<file path="src/rtl/interpolate.sv">
// Sample-rate interpolator by R with a 1-deep pending buffer and sticky ovf/unf flags.
// Build option: INTERP_HOLD_EN selects zero-order hold fill (default build fills with zeros).
module interpolate #(
  parameter int W = 37,
  parameter int R = 5
) (
  input  logic                clk,
  input  logic                rst,
  input  logic signed [W-1:0] din,
  input  logic                din_vld,
  output logic                din_rdy,
  input  logic                flag_clr,
  output logic signed [W-1:0] dout,
  output logic                dout_vld,
  output logic [3:0]          phase,
  output logic                ovf,
  output logic                unf
);

  localparam logic [3:0] PH_LAST = 4'(R - 1);

  typedef enum logic {IDLE, RUN} state_t;

  state_t              r_state, w_state_nxt;
  logic signed [W-1:0] r_dout, w_dout_nxt;
  logic signed [W-1:0] r_pend, w_pend_nxt;
  logic signed [W-1:0] w_fill;
  logic                r_pend_v, w_pend_v_nxt;
  logic                r_vld, w_vld_nxt;
  logic [3:0]          r_phase, w_phase_nxt;
  logic                r_ovf, r_unf;
  logic                w_ovf_set, w_unf_set;
  logic                w_last;

  assign w_last  = (r_phase == PH_LAST);
  assign din_rdy = !r_pend_v || ((r_state == RUN) && w_last);

  // On fill phases dout still carries the phase-0 sample, so hold just keeps it.
`ifdef INTERP_HOLD_EN
  assign w_fill = r_dout;
`else
  assign w_fill = '0;
`endif

  always_comb begin
    w_state_nxt  = r_state;
    w_dout_nxt   = r_dout;
    w_pend_nxt   = r_pend;
    w_pend_v_nxt = r_pend_v;
    w_phase_nxt  = r_phase;
    w_vld_nxt    = 1'b0;
    w_ovf_set    = 1'b0;
    w_unf_set    = 1'b0;
    case (r_state)
      IDLE: begin
        if (din_vld) begin
          w_state_nxt = RUN;
          w_dout_nxt  = din;
          w_phase_nxt = 4'd0;
          w_vld_nxt   = 1'b1;
        end
      end
      RUN: begin
        if (!w_last) begin
          w_phase_nxt = r_phase + 4'd1;
          w_dout_nxt  = w_fill;
          w_vld_nxt   = 1'b1;
          if (din_vld) begin
            if (!r_pend_v) begin
              w_pend_nxt   = din;
              w_pend_v_nxt = 1'b1;
            end else begin
              w_ovf_set = 1'b1;
            end
          end
        end else if (r_pend_v) begin
          w_dout_nxt   = r_pend;
          w_phase_nxt  = 4'd0;
          w_vld_nxt    = 1'b1;
          w_pend_v_nxt = din_vld;
          if (din_vld) w_pend_nxt = din;
        end else if (din_vld) begin
          w_dout_nxt  = din;
          w_phase_nxt = 4'd0;
          w_vld_nxt   = 1'b1;
        end else begin
          w_state_nxt = IDLE;
          w_unf_set   = 1'b1;
        end
      end
      default: w_state_nxt = IDLE;
    endcase
  end

  // Set events take precedence over a simultaneous flag clear.
  always_ff @(posedge clk) begin
    if (rst) begin
      r_state  <= IDLE;
      r_dout   <= '0;
      r_pend   <= '0;
      r_pend_v <= 1'b0;
      r_vld    <= 1'b0;
      r_phase  <= 4'd0;
      r_ovf    <= 1'b0;
      r_unf    <= 1'b0;
    end else begin
      r_state  <= w_state_nxt;
      r_dout   <= w_dout_nxt;
      r_pend   <= w_pend_nxt;
      r_pend_v <= w_pend_v_nxt;
      r_vld    <= w_vld_nxt;
      r_phase  <= w_phase_nxt;
      r_ovf    <= w_ovf_set | (r_ovf & ~flag_clr);
      r_unf    <= w_unf_set | (r_unf & ~flag_clr);
    end
  end

  assign dout     = r_dout;
  assign dout_vld = r_vld;
  assign phase    = r_phase;
  assign ovf      = r_ovf;
  assign unf      = r_unf;

endmodule

</file>
<file path="config.mk">
export PLATFORM = sky130hd
export DESIGN_NAME = interpolate
export DESIGN_NICKNAME = d
export VERILOG_FILES = /design/src/rtl/interpolate.sv
export SDC_FILE = /design/constraint.sdc
export NUM_CORES = 1
export LEC_CHECK = 0
export ABC_AREA = 1
export CORE_MARGIN = 5
export CORE_UTILIZATION = 35
export DETAILED_ROUTE_END_ITERATION = 6
export SETUP_SLACK_MARGIN = 0.4
export SYNTH_ARGS = -nofsm -noshare
export SYNTH_HDL_FRONTEND = slang
export SYNTH_SLANG_ARGS = --single-unit
</file>
<file path="constraint.sdc">
create_clock -name clk -period 1.6 [get_ports clk]
set_clock_uncertainty 0.1 [all_clocks]
set_input_delay 0.32 -clock clk [delete_from_list [all_inputs] [get_ports clk]]
set_output_delay 0.32 -clock clk [all_outputs]
set_load 0.01 [all_outputs]
</file>
==> results of run 1 <==
state kept, by name, summed over array words and instances (netlist names):
name      flops
dout         37
r_pend       37
phase         4
dout_vld      1
ovf           1
r_pend_v      1
unf           1
routing by layer:
metal / wire [um] / vias to the layer above / track usage
met2: 5560 / 102 / 0.247
met3: 616 / 10 / 0.0332
met4: 97 / 0 / 0.0416
li1: - / 2087 / -
met5: 0 / - / 0
met1: 5660 / 1861 / 0.205
cell type report:
class | instances | area (sq um)
clock inverter | 6 | 71.3
fill | 1062 | 5140
sequential | 82 | 1710
tap | 143 | 179
timing repair buffer | 129 | 1500
clock buffer | 10 | 239
inverter | 122 | 464
multi-input combinational | 376 | 2070
critical path, stage by stage (launching register included):
cell       delay [ps]
dfxtp_2           320
inv_2              70
ha_4              150
nand2_4            50
nor2_4            110
nand2_4            60
buf_6             120
nor2_8            210
clkbuf_16         210
nand2_1            50
a21oi_1           150
metrics by stage:
step	setup WS, ps	cells	utilization
after floorplan	113	619	-
after global placement	-198	837	0.453
after detailed placement	-218	837	0.453
after CTS	-94.3	858	0.498
after global routing	-168	868	0.548
final	-88.3	868	0.548
power by group:
part           total [mW]  switching (mW)  internal (mW)
registers            2.24          0.0764           2.16
logic               0.971           0.502          0.469
clock network        2.15           0.884           1.27
worst max-delay path by stage:
stage / cells past startpoint / to
CTS: 7 / din_rdy
finish: 10 / dout[34]
floorplan: 9 / dout[27]
global route: 12 / r_pend[0]
detailed placement: 7 / din_rdy
global placement: 7 / din_rdy
timing repair:
item	4_1_cts	5_1_grt
gates cloned	2	6
setup endpoints to repair	127	122
hold buffers	0	0
pin swaps	7	23
buffers inserted	3	4
resized for setup	278	129
logic make-up (layout without fill, tap and decap cells):
family	count (synthesis)	after routing	share of synthesized area
and+or+nand+nor	289	289	0.305
xor gates and xnor gates	1	1	0.00217
DFF	82	82	0.406
adders and majority gates	2	2	0.00619
AOI/OAI and AO/OA	84	84	0.104
buffers and inverters	161	267	0.176
cell usage in the layout (no fill, tap or decap), types with 2 or more instances in the layout:
master,count
clkinvlp_4,3
a21oi_1,25
buf_12,7
clkbuf_16,15
nand2_4,27
dfxtp_4,3
dfxtp_1,37
dfxtp_2,42
nand3_1,4
buf_8,4
nand2_8,2
o21ai_0,39
nand4_1,38
inv_4,2
nor2_1,33
nand2_1,157
buf_2,2
buf_6,51
buf_4,19
nand2_2,14
a21oi_2,18
inv_2,23
inv_1,97
nor2_2,11
clkdlybuf4s50_1,38
==> metrics.cfg, run 1 <==
[status]
outcome=finished, violations left
violations=setup timing

[sta]
post-route-period-util=1.06
setup_slack_ps=-88.3
hold_viol_final=0
rsz0062_at_grt=true
slew_violations=0
slew_headroom=0.731
min_period_ps=1690
finalSetupViolations=76
tns_ps=-3880
worst_slew_pin_slew_ps=403
fin_hold_ws_ps=330
fmaxAchievable_mhz=592

[worst_setup_path]
rrSetupSlack_ps=-90
ff2ff_path_depth=10
cp.required_ps=1750
worstPathArrival_ps=1840
worstReg2RegStart=phase[1]
r2r-end=dout[34]
endpoint_kind=register
crit_type=reg -> reg
crit_path_start_kind=register
startpoint=phase[1]
critPathMaxFanout=9

[final_layout]
n_antenna_cell=0
area_delta_synth_final_pct=54.0
design_area_sq_mm=0.00623
nets=763
drive_gt1_frac=0.349

[synth]
synth_area_per_cell_sq_um=6.53
synth.most_common_cell=nand2_1
synth.distinct_cells=20
synth_top_area_share=0.406
syn_inst=619
ys_ff_latch=82
yosys-top-cells-area=dfxtp_1 41%, nand2_1 18%, inv_1 11%
synth_area_leader_cell=dfxtp_1
syn_nets=662
synth_seq_area_share=0.406
synth_edf_count=0
ys.warnings.count=0
synth_area_sq_mm=0.00404
async_reset_ff_frac=0
yosys-top-cells-count=196 x nand2_1, 121 x inv_1, 82 x dfxtp_1
ys.flop_type=dfxtp_1

[power]
p_leak_nw=2.84
power_mw=5.36
power_density_mw_per_mm2=861
ir_drop_uv=601

[route]
drc=0
drt_first_iter_violations=197
firstDrtPassIters=4
vias=4060
antenna_left=0
drt-total-wl_um=11900
viasPerCell=4.68
wl_per_cell_um=13.7

[die]
ios=86
die_h_um=117
dieArea_sq_mm=0.0138
die_x_um=117
initial_core_util=0.356
core.rowCount=39
core_sq_mm=0.0114

[clock_tree]
cts_tree=yes
clock_sinks=82
numCtsBuffers=9
cts-root-buf=clkbuf_16
insertion_delay_ps=330
clk_pin_slew_ps=70
cts_buffer_depth=2
htree_levels=3

[grt]
grt_pass1_vias=3749
grt_max_degree=41
antenna_found_initial=0
track_usage=0.152
grt_pass1_wl_um=17900
overflow=0

[worst_hold_path]
worstHoldStart=rst
min_path_cells=3
hp-class=in -> reg
whs_endpoint=dout[6]

[placement]
dpl-instance-area_sq_mm=0.00515
hpwlAfterDp_um=7190
gp_congestion=0.842
io_buffer_count=85

[run]
drv_cap=0

Note: power is estimated with default switching activity, not from simulation.
==> run 2: changes to the inputs <==
Settings changed: CTS_BUF_LIST from default to sky130_fd_sc_hd__clkbuf_2, CTS_CLUSTER_SIZE from default to 16.
==> run 2 against run 1 <==
The run still ends with setup timing left. Count of clock-buffer cells in the layout decreased by 1. Combinational power increased by 5%. Sequential share of layout area down 1.8 points. Flip-flop and latch count did not move. Sequential power about the same. First-iteration DRC count up 8.1%. Power fell by 17%. Maximum frequency down 13%. Clock power down 46%. Core utilization up 3.9 points. Largest cell class unchanged.
==> metrics.cfg, run 2 (synthesis results as in run 1) <==
[placement]
io_buffer_count=85  ; unchanged
gp_congestion=0.842  ; unchanged
hpwlAfterDp_um=7190  ; unchanged
place_ws_ps=-218  ; unchanged
dpl-instance-area_sq_mm=0.00515  ; unchanged

[clock_tree]
insertion_delay_ps=530  ; +200 ps
cts-root-buf=clkbuf_2
cts_tree=yes
numCtsBuffers=9  ; unchanged
clock_sinks=82  ; unchanged
ctsHoldBuffers=0  ; unchanged
cts_buffer_depth=2  ; unchanged
htree_levels=3  ; unchanged
clk_pin_slew_ps=260  ; +190 ps

[grt]
antenna_found_initial=0  ; unchanged
grt_max_degree=41  ; unchanged
overflow=0  ; unchanged
grt_pass1_wl_um=21000  ; +17%
grt_pass1_vias=4267  ; +14%
track_usage=0.184  ; +0.0315

[worst_hold_path]
whs_endpoint=r_pend[3]
worstHoldStart=rst
min_path_cells=5  ; +2
hp-class=in -> reg

[power]
ir_drop_uv=324  ; -46%
power_density_mw_per_mm2=667  ; -23%
p_leak_nw=3.31  ; +16%

[final_layout]
layout_commonest_cell=nand2_1
fin_util=0.587  ; +0.0392
area_delta_synth_final_pct=65.0
n_antenna_cell=0  ; unchanged
drive_gt1_frac=0.395  ; +0.0463
fillers=1007  ; -5.2%
design_area_sq_mm=0.00667  ; +7.2%
layout_common_cells=139 x nand2_1, 113 x inv_1, 63 x buf_6
nets=797  ; +4.5%

[sta]
rsz0062_at_grt=true
hold_viol_final=0  ; unchanged
min_period_ps=1930  ; +246 ps
fmaxAchievable_mhz=517  ; -13%
worst_slew_pin_slew_ps=458  ; +55.5 ps
finalSetupViolations=78  ; +2.6%
fin_hold_ws_ps=116  ; -214 ps
post-route-period-util=1.21  ; +0.154
slew_violations=0  ; unchanged
setup_slack_ps=-334  ; -246 ps
slew_headroom=0.695  ; -0.0370

[route]
viasPerCell=4.80  ; +2.5%
antenna_left=0  ; unchanged
drt-total-wl_um=13200  ; +11%
firstDrtPassIters=5  ; +1
wl_per_cell_um=14.7  ; +6.7%
drc=0  ; unchanged
drt_first_iter_violations=213  ; +8.1%
vias=4326  ; +6.6%

[worst_setup_path]
ff2ff_path_depth=13  ; +3
worstReg2RegStart=phase[0]
worstPathArrival_ps=1510  ; -330 ps
rrSetupSlack_ps=-330  ; -250 ps
crit_path_start_kind=register
critPathMaxFanout=2  ; -7
cp.required_ps=1180  ; -570 ps
r2r-end=dout[18]
endpoint_kind=output port
crit_type=reg -> out

[die]
core_sq_mm=0.0114  ; unchanged
die_x_um=117  ; unchanged
initial_core_util=0.356  ; unchanged
ios=86  ; unchanged
die_h_um=117  ; unchanged
core.rowCount=39  ; unchanged
dieArea_sq_mm=0.0138  ; unchanged

[status]
violations=setup timing
outcome=finished, violations left

[run]
drv_cap=0  ; unchanged

-- run 2: cell count changes in the layout (fill, tap and decap cells not counted), sizes merged --
cell | before | now
buf | 84 | 122
clkbuf | 16 | 9
bufbuf | 0 | 2
clkdlybuf4s50 | 38 | 39
clkinv | 0 | 1
clkinvlp | 3 | 2
dlymetal6s2s | 1 | 0
inv | 124 | 125
-- run 2: layer usage --
layer / vias up / wire length, um / global-route usage / part of all wire
li1: 2160 / - / - / -
met4: 0 / 183 / 0.0616 / 0.014
met5: - / 0 / 0 / 0
met3: 22 / 901 / 0.0490 / 0.068
met1: 1974 / 5750 / 0.232 / 0.43
met2: 170 / 6400 / 0.304 / 0.48
-- run 2: worst max-delay path, stage by stage, from the launching register on --
cell and delay (ps):
dfxtp_4 410, inv_4 60, ha_4 140, nand2_4 50, nor2_4 130, nand2_4 60, nand2_2 50, buf_6 100
-- run 2: worst max-delay path by stage --
stage	startpoint	to
2_1_floorplan	phase[0]	dout[27]
3_3_place_gp	phase[0]	din_rdy
3_5_place_dp	phase[0]	din_rdy
4_1_cts	phase[0]	din_rdy
5_1_grt	phase[0]	din_rdy
6_report	phase[0]	din_rdy
-- run 2: layout make-up --
class	count	area, sq um	area share
Multi-Input combinational cell	376	2180	0.327
Clock inverter	7	75.1	0.0113
Tap cell	143	179	0.0268
Timing Repair Buffer	163	2020	0.303
Inverter	122	463	0.0694
Sequential cell	82	1700	0.255
Clock buffer	9	45.0	0.00675
-- run 2: per-stage QoR --
stage / instances / total power [mW] / TNS [ps]
floorplan: 619 / 2.70 / 0
global placement: 837 / 3.01 / -4090
detailed placement: 837 / 3.03 / -5510
CTS: 895 / 4.41 / -13840
global route: 902 / 4.68 / -24010
finish: 902 / 4.45 / -17080
-- run 2: power breakdown --
group	leakage, nW	switching [mW]	total, mW	internal (mW)
registers	0.691	0.0963	2.26	2.17
logic	2.55	0.500	1.02	0.517
clock network	0.0684	0.798	1.17	0.373
-- run 2: timing repair --
action,in CTS,in global routing
pin swaps,44,19
endpoints found under the hold margin,0,0
gates cloned,15,0
buffers inserted,27,7
setup endpoints to repair,127,127
resized for setup,401,39
==> run 3: changes to the inputs <==
Settings changed: CTS_BUF_LIST sky130_fd_sc_hd__clkbuf_2 to sky130_fd_sc_hd__clkbuf_8 sky130_fd_sc_hd__clkbuf_16, SKIP_LAST_GASP from default to 1.
==> run 3 against run 2 <==
Critical path depth up 5. Worst hold slack gained 200 ps. Critical endpoint is now r_pend[29]. Combinational power is 6% lower. The flow still finishes with violations (setup timing). Largest power group unchanged. Final area is 7.3% lower.
==> metrics.cfg, run 3 (synthesis results as in run 1) <==
[final_layout]
final_cell_count_no_fill=868  ; -3.8%
multiInputGateArea_sq_mm=0.00203  ; -7.1%
nets=763  ; -4.3%
design_area_sq_mm=0.00619  ; -7.3%
n_antenna_cell=0  ; unchanged
fillers=1066  ; +5.9%
ff_latch_area_sq_mm=0.00171  ; about the same
layout_common_cells=161 x nand2_1, 97 x inv_1, 51 x buf_6
layout_commonest_cell=nand2_1
drive_gt1_frac=0.332  ; -0.0628
area_delta_synth_final_pct=53.0
fin_util=0.544  ; -0.0427

[clock_tree]
clk_pin_slew_ps=70  ; -190 ps
cts_buffer_depth=2  ; unchanged
insertion_delay_ps=330  ; -200 ps
clock_sinks=82  ; unchanged
ctsHoldBuffers=0  ; unchanged
numCtsBuffers=9  ; unchanged
cts_tree=yes
htree_levels=3  ; unchanged
cts-root-buf=clkbuf_16

[route]
drt_first_iter_violations=195  ; -8.5%
drt-total-wl_um=11800  ; -11%
firstDrtPassIters=4  ; -1
viasPerCell=4.64  ; -3.3%
wl_per_cell_um=13.6  ; -7.1%
drc=0  ; unchanged
antenna_left=0  ; unchanged
vias=4027  ; -6.9%

[sta]
setup_slack_ps=-88.3  ; +246 ps
hold_viol_final=0  ; unchanged
slew_headroom=0.743  ; +0.0483
rsz0062_at_grt=true
slew_violations=0  ; unchanged
min_period_ps=1690  ; -246 ps
worst_slew_pin_slew_ps=386  ; -72.4 ps
fmaxAchievable_mhz=592  ; +15%
post-route-period-util=1.06  ; -0.154
finalSetupViolations=76  ; -2.6%
fin_hold_ws_ps=314  ; +198 ps
tns_ps=-3770  ; +13310 ps

[worst_setup_path]
path_buf_inv=5  ; +3
ff2ff_path_depth=12  ; -1
crit_path_start_kind=register
rrSetupSlack_ps=-90  ; +250 ps
critPathMaxFanout=7  ; +5
crit_type=reg -> reg
worstPathArrival_ps=1850  ; +340 ps
cpLargestDelayFamily=buffers and inverters
cp.required_ps=1770  ; +590 ps
crit_cells=12  ; +5
endpoint_kind=register
critPathMaxStageDelay_ps=360  ; -50 ps
cp_slowest_cell=dfxtp_4
path_cells=inv_4 > ha_4 > nand2_4 > nor2_4 > buf_6 > buf_6 > nand2_8 > nand3_4 > clkbuf_16 > nand2_4 > inv_2 > nor2_2

[placement]
io_buffer_count=85  ; unchanged
place_ws_ps=-218  ; unchanged
hpwlAfterDp_um=7190  ; unchanged
dp_cells=837  ; unchanged
gp_congestion=0.842  ; unchanged
dpl-instance-area_sq_mm=0.00515  ; unchanged

[die]
initial_core_util=0.356  ; unchanged
core.rowCount=39  ; unchanged
die_h_um=117  ; unchanged
ios=86  ; unchanged
dieArea_sq_mm=0.0138  ; unchanged
core_sq_mm=0.0114  ; unchanged
die_x_um=117  ; unchanged

[grt]
overflow=0  ; unchanged
grt_pass1_wl_um=17900  ; -15%
antenna_found_initial=0  ; unchanged
grt_max_degree=41  ; unchanged
grt_pass1_vias=3755  ; -12%
track_usage=0.152  ; -0.0315

[worst_hold_path]
min_path_cells=3  ; -2
hp-class=in -> reg

[status]
violations=setup timing
outcome=finished, violations left

[run]
drv_cap=0  ; unchanged

[power]
p_leak_nw=2.84  ; -14%
ir_drop_uv=604  ; +86%
power_mw=5.36  ; +20%
power_density_mw_per_mm2=866  ; +30%

run 3: cell types whose count changed in the layout (fill, tap and decap cells not counted), moves of 12 or more:
cell / delta
a21oi_1: +30
a21oi_2: -30
buf_4: -12
buf_6: -12
clkbuf_16: +15
inv_1: -16
inv_2: +16
nand2_1: +22
nand2_2: -22
run 3: cell type report:
cell class                      instances  area share
Clock inverter                          6      0.0115
Timing Repair Buffer                  129       0.242
Clock buffer                           10      0.0386
Multi-Input combinational cell        376       0.328
Sequential cell                        82       0.276
Tap cell                              143      0.0289
Inverter                              122      0.0750
run 3: timing repair:
action,CTS,global route
setup endpoints to repair,127,122
resized for setup,278,117
gates cloned,2,6
pin swaps,1,22
setup buffers,3,4
run 3: worst paths after layout:
check | startpoint | endpoint
setup reg to reg | phase[0] | r_pend[29]
setup / recovery | phase[0] | r_pend[29]
hold / removal | rst | dout[4]
hold reg to reg | r_pend[12] | dout[12]
run 3: routing by layer:
| metal | part of all wire | GRT usage |
|---|---|---|
| met1 | 0.48 | 0.205 |
| met2 | 0.46 | 0.247 |
| met3 | 0.059 | 0.0332 |
| met4 | 0.0077 | 0.0416 |
| met5 | 0 | 0 |
run 3: where the power goes:
group | leakage, nW | total (mW) | internal, mW | switching (mW)
Clock | 0.148 | 2.16 | 1.27 | 0.890
Sequential | 0.691 | 2.24 | 2.16 | 0.0756
Combinational | 2.00 | 0.963 | 0.467 | 0.496
run 3: worst min-delay path: stages:
cell	delay, ps
buf_2	110
buf_4	220
a21oi_2	50
